## config.mk

```make
export PLATFORM = sky130hd
export DESIGN_NAME = sh_bus_initiator
export DESIGN_NICKNAME = d
export VERILOG_FILES = /design/src/rtl/sh_bus_initiator_pkg.sv /design/src/rtl/sh_bus_arb.sv /design/src/rtl/sh_bus_initiator.sv
export SDC_FILE = /design/constraint.sdc
export NUM_CORES = 1
export LEC_CHECK = 0
export CAP_MARGIN = 15
export CORE_ASPECT_RATIO = 0.75
export CORE_MARGIN = 10
export CORE_UTILIZATION = 58
export DETAILED_ROUTE_END_ITERATION = 8
export DONT_BUFFER_PORTS = 1
export GPL_TIMING_DRIVEN = 0
export PLACE_DENSITY = 0.84
export SYNTH_ARGS = -nofsm -noshare
export SYNTH_HDL_FRONTEND = slang
export SYNTH_SLANG_ARGS = --single-unit
```

## constraint.sdc

```tcl
create_clock -name CLK -period 5.4 [get_ports CLK]
set_clock_uncertainty 0.05 [all_clocks]
set_input_delay 1.08 -clock CLK [delete_from_list [all_inputs] [get_ports CLK]]
set_output_delay 1.08 -clock CLK [all_outputs]
set_load 0.02 [all_outputs]
```

## src/rtl/sh_bus_initiator_pkg.sv

```systemverilog
// Shared Saturn bus package.
// Holds the initiator state encoding, the request record that is latched when
// an access is accepted, the idle (deasserted) levels of the active-low
// strobes, and a helper that maps byte enables onto the write strobes.
package sh_bus_initiator_pkg;

  localparam int ADDR_W = 24;  // word address, bus bits 24:1
  localparam int DATA_W = 16;

  typedef enum logic [2:0] {
    ST_IDLE,
    ST_ARB,
    ST_T1,
    ST_T2,
    ST_TEND
  } bus_state_e;

  // Idle levels of the active-low control strobes.
  localparam logic       STB_IDLE = 1'b1;
  localparam logic [1:0] WE_IDLE  = 2'b11;

  // Access captured on acceptance; the bus cycle runs from this copy only.
  typedef struct packed {
    logic [ADDR_W-1:0] addr;
    logic              wr;
    logic [1:0]        be;
    logic [DATA_W-1:0] wdata;
  } bus_req_t;

  // Byte enables {hi,lo} to active-low write strobes. BE=00 gives no strobe,
  // but the cycle still runs to completion.
  function automatic logic [1:0] we_strobe(input logic [1:0] be);
    return ~be;
  endfunction

endpackage

```

## src/rtl/sh_bus_arb.sv

```systemverilog
// Bus-request hold logic for the Saturn bus initiator.
// Ports:
//   clk_i, rst_i    system clock, async active-high reset
//   ce_r_i          bus-clock rising enable
//   req_i           access request from the client
//   back_n_i        bus acknowledge from the arbiter
//   state_i         current initiator state
//   breq_n_o        registered bus request (active low)
//   grant_o         bus may be driven on this CE_R
// With SLAVE=0 the initiator owns the bus outright: BREQ_N idles high and
// grant is always true. With SLAVE=1 BREQ_N drops on acceptance, is held
// through the whole tenure, and is kept low across TEND when another request
// is already waiting so the following access skips arbitration.
module sh_bus_arb
  import sh_bus_initiator_pkg::*;
#(
  parameter int SLAVE = 0
) (
  input  logic       clk_i,
  input  logic       rst_i,
  input  logic       ce_r_i,
  input  logic       req_i,
  input  logic       back_n_i,
  input  bus_state_e state_i,
  output logic       breq_n_o,
  output logic       grant_o
);

  logic breq_n_q;

  always_ff @(posedge clk_i or posedge rst_i) begin
    if (rst_i) begin
      breq_n_q <= STB_IDLE;
    end else if (SLAVE != 0 && ce_r_i) begin
      case (state_i)
        // Request the bus on acceptance; let go if the client has gone quiet
        // while we were still holding it from a back-to-back TEND.
        ST_IDLE: breq_n_q <= ~req_i;
        ST_ARB:  breq_n_q <= 1'b0;
        // Keep the bus only if the next access is already requested.
        ST_TEND: breq_n_q <= ~req_i;
        default: ;
      endcase
    end
  end

  assign breq_n_o = breq_n_q;
  // BACK_N only matters for starting a tenure; once in T1/T2 it is ignored.
  assign grant_o  = (SLAVE == 0) || (!breq_n_q && !back_n_i);

endmodule

```

## src/rtl/sh_bus_initiator.sv

```systemverilog
// Saturn (SH-2 style) bus initiator.
// Turns a simple REQ/ACK client access into a bus cycle:
//   IDLE -> [ARB] -> T1 -> T2 (wait states) -> TEND -> IDLE
// All state changes happen on the bus-clock enables CE_R / CE_F.
// Ports:
//   CLK, RST              system clock, async active-high reset
//   CE_R, CE_F            bus-clock rising / falling enables
//   REQ,ADDR,WR,BE,WDATA  client request (ADDR is word address 24:1)
//   ACK,RDATA,BUSY        one-CLK completion pulse, read data, in-flight flag
//   A, DO, DI             bus address, write data, read data
//   BS_N,CS0_N,RD_WR_N,RD_N,WE_N  bus control (active low)
//   WAIT_N                responder wait, sampled on CE_F in T2
//   BREQ_N, BACK_N        bus request / acknowledge (used when SLAVE=1)
module sh_bus_initiator
  import sh_bus_initiator_pkg::*;
#(
  parameter int SLAVE = 0
) (
  input  logic        CLK,
  input  logic        RST,
  input  logic        CE_R,
  input  logic        CE_F,
  input  logic        REQ,
  input  logic [23:0] ADDR,
  input  logic        WR,
  input  logic [1:0]  BE,
  input  logic [15:0] WDATA,
  output logic        ACK,
  output logic [15:0] RDATA,
  output logic        BUSY,
  output logic [23:0] A,
  output logic [15:0] DO,
  input  logic [15:0] DI,
  output logic        BS_N,
  output logic        CS0_N,
  output logic        RD_WR_N,
  output logic        RD_N,
  output logic [1:0]  WE_N,
  input  logic        WAIT_N,
  output logic        BREQ_N,
  input  logic        BACK_N
);

  bus_state_e  state_q;
  bus_req_t    req_q;
  bus_req_t    acc;
  logic        grant;
  logic        launch;
  logic        ack_q, busy_q;
  logic        bs_n_q, cs0_n_q, rd_wr_n_q, rd_n_q;
  logic [1:0]  we_n_q;
  logic [23:0] a_q;
  logic [15:0] do_q, rdata_q;

  sh_bus_arb #(.SLAVE(SLAVE)) u_arb (
    .clk_i    (CLK),
    .rst_i    (RST),
    .ce_r_i   (CE_R),
    .req_i    (REQ),
    .back_n_i (BACK_N),
    .state_i  (state_q),
    .breq_n_o (BREQ_N),
    .grant_o  (grant)
  );

  // When launching straight from IDLE the request is latched on the same edge,
  // so the bus outputs are taken from the live inputs; from ARB they come from
  // the latched copy (REQ/ADDR changes during ARB are ignored).
  always_comb begin
    acc = req_q;
    if (state_q == ST_IDLE) begin
      acc.addr  = ADDR;
      acc.wr    = WR;
      acc.be    = BE;
      acc.wdata = WDATA;
    end
  end

  assign launch = CE_R && grant &&
                  ((state_q == ST_IDLE && REQ) || state_q == ST_ARB);

  always_ff @(posedge CLK or posedge RST) begin
    if (RST) begin
      state_q   <= ST_IDLE;
      req_q     <= '0;
      ack_q     <= 1'b0;
      busy_q    <= 1'b0;
      bs_n_q    <= STB_IDLE;
      cs0_n_q   <= STB_IDLE;
      rd_wr_n_q <= STB_IDLE;
      rd_n_q    <= STB_IDLE;
      we_n_q    <= WE_IDLE;
      a_q       <= '0;
      do_q      <= '0;
      rdata_q   <= '0;
    end else begin
      ack_q <= 1'b0;

      case (state_q)
        ST_IDLE: begin
          if (CE_R && REQ) begin
            req_q   <= acc;
            busy_q  <= 1'b1;
            state_q <= launch ? ST_T1 : ST_ARB;
          end
        end
        ST_ARB: begin
          if (launch) state_q <= ST_T1;
        end
        ST_T1: begin
          if (CE_F) begin
            bs_n_q <= STB_IDLE;
            if (req_q.wr) we_n_q <= we_strobe(req_q.be);
            else          rd_n_q <= 1'b0;
            state_q <= ST_T2;
          end
        end
        ST_T2: begin
          // First sample here is a full bus cycle after the strobe went low.
          if (CE_F && WAIT_N) begin
            if (!req_q.wr) rdata_q <= DI;
            state_q <= ST_TEND;
          end
        end
        ST_TEND: begin
          if (CE_R) begin
            rd_n_q    <= STB_IDLE;
            we_n_q    <= WE_IDLE;
            cs0_n_q   <= STB_IDLE;
            rd_wr_n_q <= STB_IDLE;
            ack_q     <= 1'b1;
            busy_q    <= 1'b0;
            state_q   <= ST_IDLE;
          end
        end
        default: state_q <= ST_IDLE;
      endcase

      // T1 entry: address/data/direction are set here and not touched again
      // until the next launch, so they stay stable through TEND.
      if (launch) begin
        a_q       <= acc.addr;
        cs0_n_q   <= 1'b0;
        bs_n_q    <= 1'b0;
        rd_wr_n_q <= ~acc.wr;
        if (acc.wr) do_q <= acc.wdata;
      end
    end
  end

  assign ACK     = ack_q;
  assign BUSY    = busy_q;
  assign RDATA   = rdata_q;
  assign A       = a_q;
  assign DO      = do_q;
  assign BS_N    = bs_n_q;
  assign CS0_N   = cs0_n_q;
  assign RD_WR_N = rd_wr_n_q;
  assign RD_N    = rd_n_q;
  assign WE_N    = we_n_q;

endmodule

```

Word-level counts from Yosys, hierarchy flattened
Cells that the tools add are included.
{"block": "word_totals", "ff_bits": 110, "out_inout_bits": 65, "elab_cells": 77}
{"block": "classes", "n_eq_ne": 11, "n_mux": 27, "bitwise": 3, "n_reduce_logical": 21}
{"operator": "two-way mux 43 bit", "n": 1}
{"operator": "two-way mux 3 bit", "n": 5}
{"operator": "one-hot mux 3 bit (5 select lines)", "n": 1}
{"operator": "two-way mux 1 bit", "n": 13}
{"operator": "inequality test 2 bit (second input constant)", "n": 6}
{"operator": "nonzero test 2 bit", "n": 6}
{"operator": "two-way mux 2 bit", "n": 4}
{"operator": "AND reduction 2 bit", "n": 4}
{"operator": "AND reduction 4 bit", "n": 2}
{"operator": "== test 3 x 2 -> 1 bit (second input constant)", "n": 2}
{"operator": "AND reduction 3 bit", "n": 2}
{"operator": "AND reduction 5 bit", "n": 1}
{"operator": "logical AND 1 bit", "n": 4}
{"operator": "one-hot mux 1 bit (2 select lines)", "n": 2}
{"operator": "one-hot mux 2 bit (2 select lines)", "n": 1}
{"operator": "== test 3 x 1 -> 1 bit (second input constant)", "n": 1}
{"operator": "== test 3 bit (second input constant)", "n": 1}
{"operator": "logical NOT 3 bit", "n": 1}
{"operator": "inequality test 2 x 1 -> 1 bit (second input constant)", "n": 1}
{"operator": "inverter 1 bit", "n": 2}
{"operator": "inverter 2 bit", "n": 1}
{"operator": "logical OR 1 bit", "n": 1}

Longest topological paths before layout
{"block": "depth", "depth_word": 7, "ltp_mapped": 5}

Modules after synthesis
Synthesis repeated with hierarchy kept, for this count alone.
{"block": "hier_totals", "hier_cells": 345, "area_unflattened_um2": 4619.4}
{"mod": "sh_bus_initiator", "instances": 1, "cells_each": 341, "area_per_inst_um2": 4596.9}
{"mod": "sh_bus_arb", "instances": 1, "cells_each": 4, "area_per_inst_um2": 22.5}

Worst setup path before layout
OpenSTA, ideal clock, no wires.
{"block": "synth_timing", "kind": "in2reg", "start": "in CE_R", "end": "reg do_q[0] (netlist: DO[0])", "setup_time_ns": 0.125, "arrival_ns": 2.126, "required_ns": 5.225, "path_slack_ns": 3.099, "stages": 4, "n_path_buf": 1, "cell_sequence": "nor3b_2 -> a21boi_4 -> buf_6 -> mux2_2"}
{"block": "synth_via", "elab_chain_cells": 2}
{"item": "start: declaration", "line": "sh_bus_initiator.sv:21", "text": "input logic CE_R,"}
{"item": "logical AND 1 bit", "line": "sh_bus_initiator.sv:79", "text": "assign launch = CE_R && grant &&"}
{"item": "AND reduction 2 bit (no source line)"}
{"item": "end signal: assignment", "line": "sh_bus_initiator.sv:146", "text": "if (acc.wr) do_q <= acc.wdata;"}
{"item": "end: declaration", "line": "sh_bus_initiator.sv:53", "text": "logic [15:0] do_q, rdata_q;"}
No other way between the ends.
A chain may end at the register's enable or synchronous reset.

Worst setup path in the final report
{"block": "layout_timing", "start": "reg rd_n_q (netlist: RD_N)", "end": "out RD_N"}
{"item": "start: declaration", "line": "sh_bus_initiator.sv:50", "text": "logic bs_n_q, cs0_n_q, rd_wr_n_q, rd_n_q;"}
{"item": "start signal: assignment", "line": "sh_bus_initiator.sv:91", "text": "rd_n_q <= STB_IDLE;"}
{"item": "start signal: assignment", "line": "sh_bus_initiator.sv:114", "text": "else rd_n_q <= 1'b0;"}
{"item": "start signal: assignment", "line": "sh_bus_initiator.sv:127", "text": "rd_n_q <= STB_IDLE;"}
{"item": "end: declaration", "line": "sh_bus_initiator.sv:37", "text": "output logic RD_N,"}
No word-level cell between the ends.

==> key figures <==
Status
  • Status: finished clean

Routing
  • Number of DRC violations after detailed-routing iteration 0: between 100 and 150
  • DRT antenna net count: 0
  • DRT Pass-1 Iters: 4
  • Via density: a little under 6
  • DRT Wirelength: around 9900 um
  • Total number of vias: between 2000 and 2500
  • DR WL/cell: ~23 um
  • DRC viols: 0

Logic synthesis
  • EDFF count, synth: 0
  • Synth Flop Type: dfrtp_1
  • Synth async-reset ratio: 100%
  • Seq/Total Area, Yosys: 57.9%
  • Seq cells post-synth: between 100 and 150
  • Yosys warning count: 1
  • Synthesized area: about 4800 um2
  • Mapped Cells: 308
  • Post-Syn Nets: 374
  • Avg Synthesized Cell Area: 15.5 um2
  • Synth unique cells: 35

Global routing
  • M1 GR Usage: between 15 and 20%
  • Met3 usage: a little under a tenth
  • Global-route wire length before repair: 15600 um
  • Met2 usage: roughly a quarter
  • Gr ovfl total: 0
  • Largest net degree at the start of global routing: 75
  • Initial antenna violation count: 0
  • Gr usage total: between 10% and 20%
  • Busiest grt layer: met2
  • Vias in the first global route: 2663

Die
  • Die W: roughly 120 um
  • Io pins: approximately 130
  • Die area: 12300 um2
  • Initial core utilization: 59.9%
  • # rows: 28
  • CORE AREA: between 7000 and 8000 um2
  • Die extent in y: approximately 98 um

STA
  • Tmin final: approximately 2.1 ns
  • Endpoints failing setup: 0
  • Max transition margin: roughly two thirds
  • Max-slew violations: 0
  • Worst-margin pin slew: about 0.50 ns
  • Setup TNS: 0 ns
  • Max Freq: 472 MHz
  • Final Hold Vio Count: 0
  • Fin crit share: 39.3%
  • Unrepaired setup endpoints after global routing: no

Layout
  • Seq. cell area: about 2800 um2
  • Non-filler cells, final: 430
  • Diodes inserted: 0
  • Fraction of layout cells with a size suffix above 1: 55.4%
  • Layout overhead on the synthesized area: 7.70%
  • Most common cell after layout, fill and taps aside: mux2_2
  • Area occupied by multi-input gates: 1880 um2
  • Commonest cells after routing, fill and taps aside: mux2_2 (124), dfrtp_1 (104), buf_2 (10), mux2_4 (10), clkbuf_8 (9)
  • Nets@finish: ~390
  • Filler Cells Inserted: just under 600

Worst setup path
  • Kind of critical path: flip-flop to output pin
  • Reg-to-reg slack, setup: between 3 and 4 ns
  • WP data required: between 4 and 5 ns
  • Crit path launch type: flip-flop
  • Critical path endpoint category: output pin
  • Critical path peak fanout: 3
  • Worst EP arrival: a little under 1 ns

CTS
  • Hold_buf cts: 0
  • Postcts setup bufs: 0
  • Worst-Skew Late Latency: 0.37 ns
  • H-tree levels: 3
  • Clock Sink Count: 110
  • CTS tree: done
  • Clock tree buffer depth: 2
  • Post-cts gate resize count: 0
  • Clk slew on worst S/H paths: about 0.1 ns
  • CTS root buffer: clkbuf_8
  • Cts bufs inserted: 9

Pwr
  • Leakage: roughly 2.2 nW
  • Power density over the cells: between 600 and 700 nW/um2
  • Max VDD drop: between 0.0003 and 0.0004 V

Job
  • MaxCap Viol Count: 0

Hold path
  • Min-delay worst type: flip-flop to flip-flop

Place
  • Placer congestion estimate: around 0.77
  • Dpl cells: 414
  • DP HPWL: between 7000 and 8000 um
  • IO Port Bufs: 0
## flip-flops by register name (all words and copies together), names as in the netlist, 2 cells and up
| name | count |
|---|---|
| WE_N | 2 |
| A | 24 |
| req_q | 43 |
| RDATA | 16 |
| state_q | 3 |
| DO | 16 |
## cell families after synthesis
kind of cell    share of synthesized area (%)
other cells                            0.0787
simple gates                             3.07
flops                                    57.9
mux                                      34.1
compound gates                           2.15
buf+inv                                  2.63
## routing by layer
metal / part of all wire, % / vias up
li1: - / 1128
met1: 41 / 1273
met2: 47 / 80
met3: 12 / 6
met4: 0.52 / 0
met5: 0 / -
## Yosys cell counts, types with 2 or more instances
| master | n | share of area (%) |
|---|---|---|
| buf_4 | 4 | 0.63 |
| nor2_1 | 4 | 0.32 |
| buf_6 | 2 | 0.47 |
| buf_2 | 10 | 1.1 |
| mux2_1 | 7 | 1.7 |
| nand2_1 | 3 | 0.24 |
| dfrtp_1 | 104 | 55 |
| mux2_2 | 124 | 29 |
| dfstp_2 | 6 | 3.3 |
| mux2_4 | 10 | 3.2 |
| a21oi_1 | 2 | 0.21 |
| o21ai_0 | 4 | 0.42 |
| inv_1 | 5 | 0.39 |
| nand3b_1 | 2 | 0.32 |
## report_power, final
part	leakage, nW	internal [mW]	switching (mW)
Sequential	1.32	1.24	0.554
Combinational	0.823	0.617	0.359
Clock	0.101	0.224	0.290
Total	2.25	2.08	1.20
## area by class of cell
type,count,area share [%]
plain buffers,17,2.07
clock inverters,6,1.51
well taps,105,2.56
inverters,5,0.415
flip-flops and latches,110,53.8
repair buffers,1,0.537
clock buffers,10,2.49
multi-input cells,176,36.6
## worst paths after layout
kind                       startpoint   endpoint  depth (start not counted)
setup / recovery                 RD_N       RD_N                          0
hold / removal              req_q[38]  req_q[38]                          1
setup reg to reg           state_q[0]      A[17]                          4
hold reg to reg             req_q[38]  req_q[38]                          1
max in group asynchronous         RST    WE_N[0]                          2
min in group asynchronous         RST      A[16]                          1
## metrics by stage
stage               hold slack, ns  worst slack, ns  utilization (%)  area (um2)  total power, mW
detailed placement           0.440             2.93             61.9        4920             2.81
global placement             0.430            0.328             61.5        4890             2.74
finish                       0.462             3.28             64.5        5130             3.29
global route                 0.481             3.16             64.5        5130             3.49
floorplan                    0.422             1.38                -        4760             2.56
CTS                          0.465             3.26             64.5        5130             3.33
## worst reg2reg max path: stages (launching register included)
cell and delay, ns:
dfrtp_1 0.44, nor3_1 0.45, buf_2 0.38, mux2_2 0.37
mux2_2 0.27
Power figures use the tool's default switching activity.
